[config.mk]
export PLATFORM = sky130hd
export DESIGN_NAME = fft16_stage2_sched
export DESIGN_NICKNAME = d
export VERILOG_FILES = /design/src/rtl/fft16_pkg.sv /design/src/rtl/fft16_stage2_sched.sv
export SDC_FILE = /design/constraint.sdc
export NUM_CORES = 1
export LEC_CHECK = 0
export ABC_AREA = 1
export BUFFER_PORTS_ARGS = -buffer_cell sky130_fd_sc_hd__buf_4
export CAP_MARGIN = 40
export CORE_MARGIN = 2
export CORE_UTILIZATION = 45
export DETAILED_ROUTE_END_ITERATION = 16
export PLACE_DENSITY = 0.67
export RECOVER_POWER = 25
export SYNTH_ARGS = -nofsm -noshare
export SYNTH_HDL_FRONTEND = slang
export SYNTH_SLANG_ARGS = --single-unit
[constraint.sdc]
create_clock -name clk -period 19 [get_ports clk]
set_clock_uncertainty 0.2 [all_clocks]
set_input_delay 1.9 -clock clk [delete_from_list [all_inputs] [get_ports clk]]
set_output_delay 1.9 -clock clk [all_outputs]
set_load 0.005 [all_outputs]
[src/rtl/fft16_pkg.sv]
// ---------------------------------------------------------------------------
// fft16_pkg
//
// Shared definitions for the 16-point FFT second-stage scheduler:
//   - sched_state_t : LOAD / ISSUE / WAIT / UNLOAD scheduler states
//   - BFLY_LAT_MAX  : largest supported external butterfly latency
//   - TW_COS/TW_SIN : Q1.15 twiddles W16^(n*(k+1)), indexed [group][k]
//   - twCosRow/twSinRow : pack one group's three twiddles into a 48-bit
//                         bus, twiddle 1 in the least significant slot
// ---------------------------------------------------------------------------
package fft16_pkg;

   typedef enum logic [1:0] {
      LOAD   = 2'd0,
      ISSUE  = 2'd1,
      WAIT   = 2'd2,
      UNLOAD = 2'd3
   } sched_state_t;

   localparam int BFLY_LAT_MAX = 7;
   localparam int N_POINTS     = 16;
   localparam int N_GROUPS     = 4;

   // Row n holds W16^n, W16^2n, W16^3n as (cos, sin) in Q1.15.
   // 32767 stands in for +1.0, which Q1.15 cannot represent.
   localparam logic signed [15:0] TW_COS [N_GROUPS][3] = '{
      '{ 16'sd32767,  16'sd32767,  16'sd32767},
      '{ 16'sd30273,  16'sd23170,  16'sd12540},
      '{ 16'sd23170,  16'sd0,     -16'sd23170},
      '{ 16'sd12540, -16'sd23170, -16'sd30273}
   };

   localparam logic signed [15:0] TW_SIN [N_GROUPS][3] = '{
      '{ 16'sd0,      16'sd0,      16'sd0},
      '{-16'sd12540, -16'sd23170, -16'sd30273},
      '{-16'sd23170, -16'sd32767, -16'sd23170},
      '{-16'sd30273, -16'sd23170,  16'sd12540}
   };

   function automatic logic [47:0] twCosRow(input logic [1:0] grp);
      return {TW_COS[grp][2], TW_COS[grp][1], TW_COS[grp][0]};
   endfunction

   function automatic logic [47:0] twSinRow(input logic [1:0] grp);
      return {TW_SIN[grp][2], TW_SIN[grp][1], TW_SIN[grp][0]};
   endfunction

endpackage

[src/rtl/fft16_stage2_sched.sv]
// ---------------------------------------------------------------------------
// fft16_stage2_sched
//
// Scheduler for the second radix-4 stage of a 16-point FFT.  It buffers a
// 16-sample frame, feeds the four 4-point groups one per cycle to a single
// external radix-4 butterfly, collects the butterfly results into an output
// buffer in stage-2 output order, and streams that buffer back out.  No
// arithmetic happens here; samples pass through bit-exact.
//
// Parameter
//   BFLY_LAT   cycles from driving bf_x/bf_cos/bf_sin to valid bf_p (0..7)
//
// Ports
//   clk, rst               clock, asynchronous active-high reset
//   in_valid/in_ready      input sample handshake, in_re/in_im Q1.15
//   out_valid/out_ready    output sample handshake, out_re/out_im
//   out_last               marks the 16th output sample of a frame
//   busy                   frame in progress (not idle in LOAD)
//   bf_x_re/bf_x_im        four butterfly operands, x1 in [15:0]
//   bf_cos/bf_sin          three twiddles, twiddle 1 in [15:0]
//   bf_p_re/bf_p_im        four butterfly results, p1 in [15:0]
//   frame_cnt              (only with FFT_S2_FRAME_CNT_EN) count of frames
//                          fully unloaded, wraps at 16 bits
//
// Build option: define FFT_S2_FRAME_CNT_EN to add the frame_cnt output.
// ---------------------------------------------------------------------------
module fft16_stage2_sched
   import fft16_pkg::*;
#(
   parameter int BFLY_LAT = 1
) (
   input  logic        clk,
   input  logic        rst,
   input  logic        in_valid,
   output logic        in_ready,
   input  logic [15:0] in_re,
   input  logic [15:0] in_im,
   output logic        out_valid,
   input  logic        out_ready,
   output logic [15:0] out_re,
   output logic [15:0] out_im,
   output logic        out_last,
   output logic        busy,
   output logic [63:0] bf_x_re,
   output logic [63:0] bf_x_im,
   output logic [47:0] bf_cos,
   output logic [47:0] bf_sin,
   input  logic [63:0] bf_p_re,
   input  logic [63:0] bf_p_im
`ifdef FFT_S2_FRAME_CNT_EN
   ,
   output logic [15:0] frame_cnt
`endif
);

   sched_state_t r_state;
   logic [3:0]   r_loadCnt;
   logic [1:0]   r_grpCnt;
   logic [3:0]   r_outIdx;
   logic         r_capDone;

   logic [15:0]  r_inRe  [N_POINTS];
   logic [15:0]  r_inIm  [N_POINTS];
   logic [15:0]  r_outRe [N_POINTS];
   logic [15:0]  r_outIm [N_POINTS];

   logic         w_inFire;
   logic         w_outFire;
   logic         w_issue;
   logic         w_capValid;
   logic [1:0]   w_capGrp;

   assign w_inFire  = in_valid && (r_state == LOAD);
   assign w_outFire = out_ready && (r_state == UNLOAD);
   assign w_issue   = (r_state == ISSUE);

   // Scheduler FSM.  The load counter wraps to 0 on entry 15, so it is
   // already cleared for the next frame when ISSUE starts.  WAIT leaves one
   // cycle after the group-3 results were captured, which is why the
   // capture is remembered in r_capDone rather than acted on directly.
   always_ff @(posedge clk or posedge rst) begin
      if (rst) begin
         r_state   <= LOAD;
         r_loadCnt <= '0;
         r_grpCnt  <= '0;
         r_outIdx  <= '0;
         r_capDone <= 1'b0;
      end else begin
         case (r_state)
            LOAD: begin
               if (w_inFire) begin
                  r_loadCnt <= r_loadCnt + 4'd1;
                  if (r_loadCnt == 4'd15) begin
                     r_state <= ISSUE;
                  end
               end
            end
            ISSUE: begin
               r_grpCnt <= r_grpCnt + 2'd1;
               if (r_grpCnt == 2'd3) begin
                  r_state <= WAIT;
               end
            end
            WAIT: begin
               if (r_capDone) begin
                  r_capDone <= 1'b0;
                  r_state   <= UNLOAD;
               end
            end
            UNLOAD: begin
               if (w_outFire) begin
                  r_outIdx <= r_outIdx + 4'd1;
                  if (r_outIdx == 4'd15) begin
                     r_state <= LOAD;
                  end
               end
            end
            default: begin
               r_state <= LOAD;
            end
         endcase

         if (w_capValid && (w_capGrp == 2'd3)) begin
            r_capDone <= 1'b1;
         end
      end
   end

   // Input frame buffer, written in arrival order.  Its contents are only
   // read after a full frame has been loaded, so it needs no reset.
   always_ff @(posedge clk) begin
      if (w_inFire) begin
         r_inRe[r_loadCnt] <= in_re;
         r_inIm[r_loadCnt] <= in_im;
      end
   end

   // Issue tracking: a BFLY_LAT-deep shift register of (valid, group) tells
   // us which group's results are on bf_p this cycle.  With zero latency
   // the butterfly is combinational and results arrive in the issue cycle.
   generate
      if (BFLY_LAT == 0) begin : g_noPipe
         assign w_capValid = w_issue;
         assign w_capGrp   = r_grpCnt;
      end else begin : g_pipe
         logic [BFLY_LAT-1:0]      r_pipeValid;
         logic [BFLY_LAT-1:0][1:0] r_pipeGrp;

         // Shift the issue marker along with its group index.
         always_ff @(posedge clk or posedge rst) begin
            if (rst) begin
               r_pipeValid <= '0;
               r_pipeGrp   <= '0;
            end else begin
               r_pipeValid[0] <= w_issue;
               r_pipeGrp[0]   <= r_grpCnt;
               for (int i = 1; i < BFLY_LAT; i++) begin
                  r_pipeValid[i] <= r_pipeValid[i-1];
                  r_pipeGrp[i]   <= r_pipeGrp[i-1];
               end
            end
         end

         assign w_capValid = r_pipeValid[BFLY_LAT-1];
         assign w_capGrp   = r_pipeGrp[BFLY_LAT-1];
      end
   endgenerate

   // Output buffer.  Result p(m+1) of group n lands in entry n + 4m, i.e.
   // the entry index is {m, n}; streaming entries 0..15 then yields the
   // stage-2 output order.  Cleared on reset so a reset mid-frame leaves
   // no stale data behind.
   always_ff @(posedge clk or posedge rst) begin
      if (rst) begin
         for (int e = 0; e < N_POINTS; e++) begin
            r_outRe[e] <= '0;
            r_outIm[e] <= '0;
         end
      end else if (w_capValid) begin
         for (int m = 0; m < 4; m++) begin
            r_outRe[{2'(m), w_capGrp}] <= bf_p_re[16*m +: 16];
            r_outIm[{2'(m), w_capGrp}] <= bf_p_im[16*m +: 16];
         end
      end
   end

   // Butterfly operand and twiddle buses are held at zero except during
   // the four ISSUE cycles, where group n presents buffer[4n..4n+3].
   always_comb begin
      bf_x_re = '0;
      bf_x_im = '0;
      bf_cos  = '0;
      bf_sin  = '0;
      if (w_issue) begin
         for (int m = 0; m < 4; m++) begin
            bf_x_re[16*m +: 16] = r_inRe[{r_grpCnt, 2'(m)}];
            bf_x_im[16*m +: 16] = r_inIm[{r_grpCnt, 2'(m)}];
         end
         bf_cos = twCosRow(r_grpCnt);
         bf_sin = twSinRow(r_grpCnt);
      end
   end

   assign in_ready  = (r_state == LOAD);
   assign out_valid = (r_state == UNLOAD);
   assign out_last  = out_valid && (r_outIdx == 4'd15);
   assign out_re    = out_valid ? r_outRe[r_outIdx] : 16'd0;
   assign out_im    = out_valid ? r_outIm[r_outIdx] : 16'd0;
   assign busy      = (r_state != LOAD) || (r_loadCnt != 4'd0);

`ifdef FFT_S2_FRAME_CNT_EN
   logic [15:0] r_frameCnt;

   // Count completed frames; the final transfer of each frame bumps it and
   // the 16-bit counter simply wraps.
   always_ff @(posedge clk or posedge rst) begin
      if (rst) begin
         r_frameCnt <= '0;
      end else if (w_outFire && (r_outIdx == 4'd15)) begin
         r_frameCnt <= r_frameCnt + 16'd1;
      end
   end

   assign frame_cnt = r_frameCnt;
`endif

endmodule
==> Word level (Yosys, flattened, before mapping) <==
Memories as Yosys holds them, arrays and structs flattened.
Index checks and enable logic that the tools add are counted.
{ "classes": {"add_sub_neg": 3, "order_cmp": 10, "n_eq_ne": 13, "n_mux": 45, "bitwise_logic": 6, "n_reduce_logical": 16} }
{ "op_table": {"columns": ["op", "count"], "rows": [
  ["$bwmux W256", 8],
  ["$mux W48", 6],
  ["$demux W16 S4", 4],
  ["$bmux W48 S2", 2],
  ["$mux W16", 10],
  ["$bmux W16 S4", 2],
  ["$mux W64", 2],
  ["$ge A5 B5 Y1 const B", 5],
  ["$lt A5 B1 Y1 const B", 4],
  ["$not A4 Y5", 3],
  ["$mux W2", 6],
  ["$ne A2 B1 Y1 const B", 5],
  ["$add A4 B1 Y4 const B", 2],
  ["$eq A2 B2 Y1 const B", 4],
  ["$eq A4 B4 Y1 const B", 2],
  ["$logic_and A1 B1 Y1", 8],
  ["$pmux W2 S4", 1],
  ["$reduce_and A6 Y1", 1],
  ["$not A2 Y5", 1],
  ["$not A3 Y5", 1],
  ["$mux W1", 4],
  ["$reduce_and A2 Y1", 2],
  ["$reduce_bool A2 Y1", 2],
  ["$reduce_bool A4 Y1", 1],
  ["other kinds (7)", 7]
]} }
{ "word_totals": {"reg_bits": 528, "mem_bits_rw": 512, "inputBits": 164, "out_inout_bits": 260, "word_cells": 134, "memories": 2} }
{ "memory_table": {"columns": ["memory", "depth", "word_bits", "read_ports", "rd_ports_with_merged_regs", "wr", "line_no", "rtl"], "rows": [
  ["r_inIm", 16, 16, 4, 0, 1, "fft16_stage2_sched.sv:63", "logic [15:0] r_inIm [N_POINTS];"],
  ["r_inRe", 16, 16, 4, 0, 1, "fft16_stage2_sched.sv:62", "logic [15:0] r_inRe [N_POINTS];"]
]} }

==> Longest topological paths before layout <==
{ "depth": {"ltp_word": 9, "ltp_mapped": 11, "depth_no_buf": 8} }

==> Least setup slack after synthesis <==
OpenSTA, ideal clock, no wires.
{ "synth_path": {"path_kind": "reg-to-output", "start": "register r_grpCnt[0]", "end": "output bf_cos[18]", "arrival_ps": 2151, "required_ps": 16900, "path_slack_ps": 14749, "path_stages_with_launch": 10, "n_path_buf": 6, "path_cell_list": "dfrtp_1 > buf_6 > buf_6 > buf_6 > clkinv_4 > buf_6 > buf_2 > ha_1 > nor2_1 > buf_4"} }
{ "synth_between": {"elab_chain_len": 5} }
{ "synth_rtl": {"columns": ["item", "line_no", "rtl"], "rows": [
  ["start, declared", "fft16_stage2_sched.sv:58", "logic [1:0] r_grpCnt;"],
  ["start signal, assigned", "fft16_stage2_sched.sv:99", "r_grpCnt <= r_grpCnt + 2'd1;"],
  ["$not A2 Y3 (not written as such)", "fft16_pkg.sv:41", "return {TW_COS[grp][2], TW_COS[grp][1], TW_COS[grp][0]};"],
  ["$bmux W48 S2", "fft16_pkg.sv:41", null],
  ["$mux W48 (2 in series)", null, null],
  ["$mux W48", "fft16_stage2_sched.sv:194", "if (w_issue) begin"],
  ["end, declared", "fft16_stage2_sched.sv:46", "output logic [47:0] bf_cos,"]
]} }
No other way between the ends. The select of a mux whose other input is x is not followed.

==> Worst setup path after layout <==
{ "layout_path": {"start": "register r_state[1]", "end": "output bf_x_re[57]"} }
{ "layout_between": {"elab_chain_len": 2} }
{ "layout_rtl": {"columns": ["item", "line_no", "rtl"], "rows": [
  ["start, declared", "fft16_stage2_sched.sv:56", "sched_state_t r_state;"],
  ["start signal, assigned", "fft16_stage2_sched.sv:83", "r_state <= LOAD;"],
  ["start signal, assigned", "fft16_stage2_sched.sv:94", "r_state <= ISSUE;"],
  ["start signal, assigned", "fft16_stage2_sched.sv:101", "r_state <= WAIT;"],
  ["$eq A2 B1 Y1", "fft16_stage2_sched.sv:75", "assign w_issue = (r_state == ISSUE);"],
  ["$mux W64", "fft16_stage2_sched.sv:194", null],
  ["end, declared", "fft16_stage2_sched.sv:44", "output logic [63:0] bf_x_re,"]
]} }
No other way between the ends.

==> results.cfg <==
[outcome]
outcome = finished, violations left
failed_checks = max-capacitance violations, max-slew violations

[grt]
grt_max_degree = 215
overflow = 0
grtUsageTotal = 0.2501
grt_pass1_vias = 32080
grt_pass1_wl_mm = 197.7
antenna_found_initial = 12

[power]
vdd_drop_max_v = 0.0001070
swShare = 0.3934
comb_power_share = 0.384
p_total_uw = 8837
power_density_nw_per_um2 = 168.9
pwr-share-clk = 0.236
p_int_uw = 5361
p_switching_uw = 3477
p_leak_uw = 0.02378
seqPwrFrac = 0.380

[synthesis]
yosysWarningCount = 0
synth_top_area_cell = edfxtp_1
ys_types = 26
syn_inst = 4843
avgSynthCellArea_um2 = 9.386
synth_top_area_frac = 0.3382
synth_area_leaders = edfxtp_1, dfrtp_1, nand2_1
syn_area_um2 = 45460
ys_seq_area_frac = 0.6289
synth-seq-cells = 1040

[sta]
fmax_mhz = 150.6
rsz0062_at_grt = false
finalHoldViolations = 0
layout_worst_path_cycle_share = 0.3494
slew_viol_final = 194
setup_viol = 0
worstMarginPinSlew_ps = 2484
holdWs_ps = 281.3
period_minus_slack_ps = 6638
tns_ps = 0
maxSlewHeadroom = -0.6601

[routing]
vias = 34010
drc = 0
postRouteAntennaNets = 0
routed_wl_mm = 130.3
avgViaCountPerCell = 5.280
post_drt_wl_per_cell_um = 20.23
drtIter0Drc = 3700
drtPass1Iterations = 6

[place]
hpwl_mm = 78.96
gp_congestion = 0.8487
dp_cells = 6243
port_buffers = 414

[critical_path]
crit_path_start_kind = flip-flop
arrival_ps = 4540
crit_top_cell = buf_4
critical-path-max-stage-delay_ps = 680
crit_chain = inv_1 > ha_1 > inv_2 > nor2_4 > buf_4 > buf_4 > o21ai_0 > o22ai_1 > buf_4
path_max_fanout = 75
cp-end-kind = primary output
worst-setup-path-type = flip-flop to primary output
path_delay_family = buffers and inverters
cp_num_buf_inv = 5
crit_path_top_delay_cell = buf_4
crit_required_ps = 16900

[clock_tree]
htreeDepth = 3
postCtsSetupBuffers = 0
clk_path_buf_depth = 3
clockRootBuffer = clkbuf_16
numCtsBuffers = 110
hold_buffers = 0
clk_latency_ps = 700
clk_pin_slew_ps = 60
cts_resized = 0
tritoncts = done
clkSinkCount = 1040

[run]
maxCapViolations = 3

[die]
start_util = 0.4539
die_x_um = 321.8
core_area_um2 = 100100
die_h_um = 321.8
rows = 116
pin_count = 424
die-area_um2 = 103600

[layout]
fin_util = 0.5224
drive_above_1_share = 0.1210
area_growth_pct = 15.08
fin_nets = 5236
nFillCells = 9087
final_cells = 6441

[min_path]
hold_path.class = flip-flop to flip-flop
-- cell usage after synthesis --
cell type,n
dfrtp_1,528
nor2_1,283
nor2_2,1
a221oi_1,2
buf_1,14
o21ai_0,775
nand2_1,1399
clkbuf_1,130
inv_1,506
nor3b_1,1
ha_1,15
nand4_1,2
or2_2,1
buf_6,31
buf_4,99
buf_2,110
xor2_1,6
conb_1,1
inv_4,1
clkinv_4,1
edfxtp_1,512
o22ai_1,127
a21oi_1,33
nand3_1,261
inv_2,3
xnor2_1,1
-- placed cells by master, fill, tap and decap left out, drive strengths merged --
master    instances
a21oi            33
nand2          1399
nand3           261
nor2            284
nand4             2
or2               1
dfrtp           528
o21ai           775
buf             423
clkbuf          204
ha               15
diode             2
o22ai           127
edfxtp          512
clkinv           35
xnor2             1
xor2              6
clkinvlp          2
nor3b             1
a221oi            2
bufinv            5
inv             516
conb              9
-- worst reg2reg max path: cells and delay by family (launching register included) --
kind / cells / cell delay [ps]
AOI/OAI and AO/OA: 1 / 260
buffers and inverters: 2 / 1610
and+or+nand+nor: 1 / 1680
DFF: 1 / 400
-- cells by family (layout without fill, tap and decap cells) --
kind of cell,count (synthesis),in the layout,share of synthesized area
and+or+nand+nor,1948,1948,0.1683
DFF,1040,1040,0.6289
AOI/OAI and AO/OA,937,937,0.1068
buffers and inverters,895,1185,0.09039
adders and majority gates,15,15,0.004129
xor gates and xnor gates,7,7,0.001349
other,1,11,0.00008249
-- routing by layer --
metal	track usage	part of all wire	up-vias	wire length [um]
met3	0.06860	0.095	241	12370
met5	0	0.00099	-	129
met2	0.4038	0.47	1314	61850
met1	0.3279	0.40	16360	51910
li1	-	-	16070	-
met4	0.07861	0.031	20	4052
-- worst paths after layout --
check | start | endpoint | slack, ps | depth (start not counted)
max in group asynchronous | rst | r_outRe[74] | 15980 | 5
hold / removal | r_outRe[70] | r_outRe[70] | 280 | 2
hold reg to reg | r_outRe[70] | r_outRe[70] | 280 | 2
min in group asynchronous | rst | r_outIm[164] | 1120 | 3
setup reg to reg | g_pipe.r_pipeGrp[1] | r_outIm[128] | 14680 | 4
setup / recovery | r_state[1] | bf_x_re[57] | 12360 | 9
-- power groups by stage --
| stage | logic (uW) | clock network, uW | registers, uW |
|---|---|---|---|
| 2_1_floorplan | 2300 | 0 | 3280 |
| 3_3_place_gp | 3280 | 0 | 3370 |
| 3_5_place_dp | 3400 | 0 | 3390 |
| 4_1_cts | 3420 | 2120 | 3350 |
| 5_1_grt | 3830 | 2210 | 3430 |
| 6_report | 3390 | 2090 | 3360 |
-- cell type report --
type / count / area, um2 / area share
Sequential cell: 1040 / 28590 / 0.5466
Multi-Input combinational cell: 2916 / 12940 / 0.2473
Inverter: 511 / 1944 / 0.03717
Antenna cell: 2 / 5.005 / 0.00009567
Clock inverter: 47 / 489.2 / 0.009352
Timing Repair Buffer: 478 / 3717 / 0.07106
Clock buffer: 149 / 3000 / 0.05735
Tap cell: 1298 / 1624 / 0.03104
-- registers in the layout, summed over array words and instances, names as in the netlist, 4 cells and up --
name / count
r_inRe: 256
r_outIm: 256
r_outIdx: 4
r_outRe: 256
r_loadCnt: 4
r_inIm: 256
-- metrics by stage --
step,worst slack (ps),instance area [um2]
6_report,12360,52310
3_5_place_dp,13040,49000
3_3_place_gp,13040,48630
4_1_cts,12290,52490
2_1_floorplan,2147,45490
5_1_grt,12110,52310
Power figures use the tool's default switching activity.
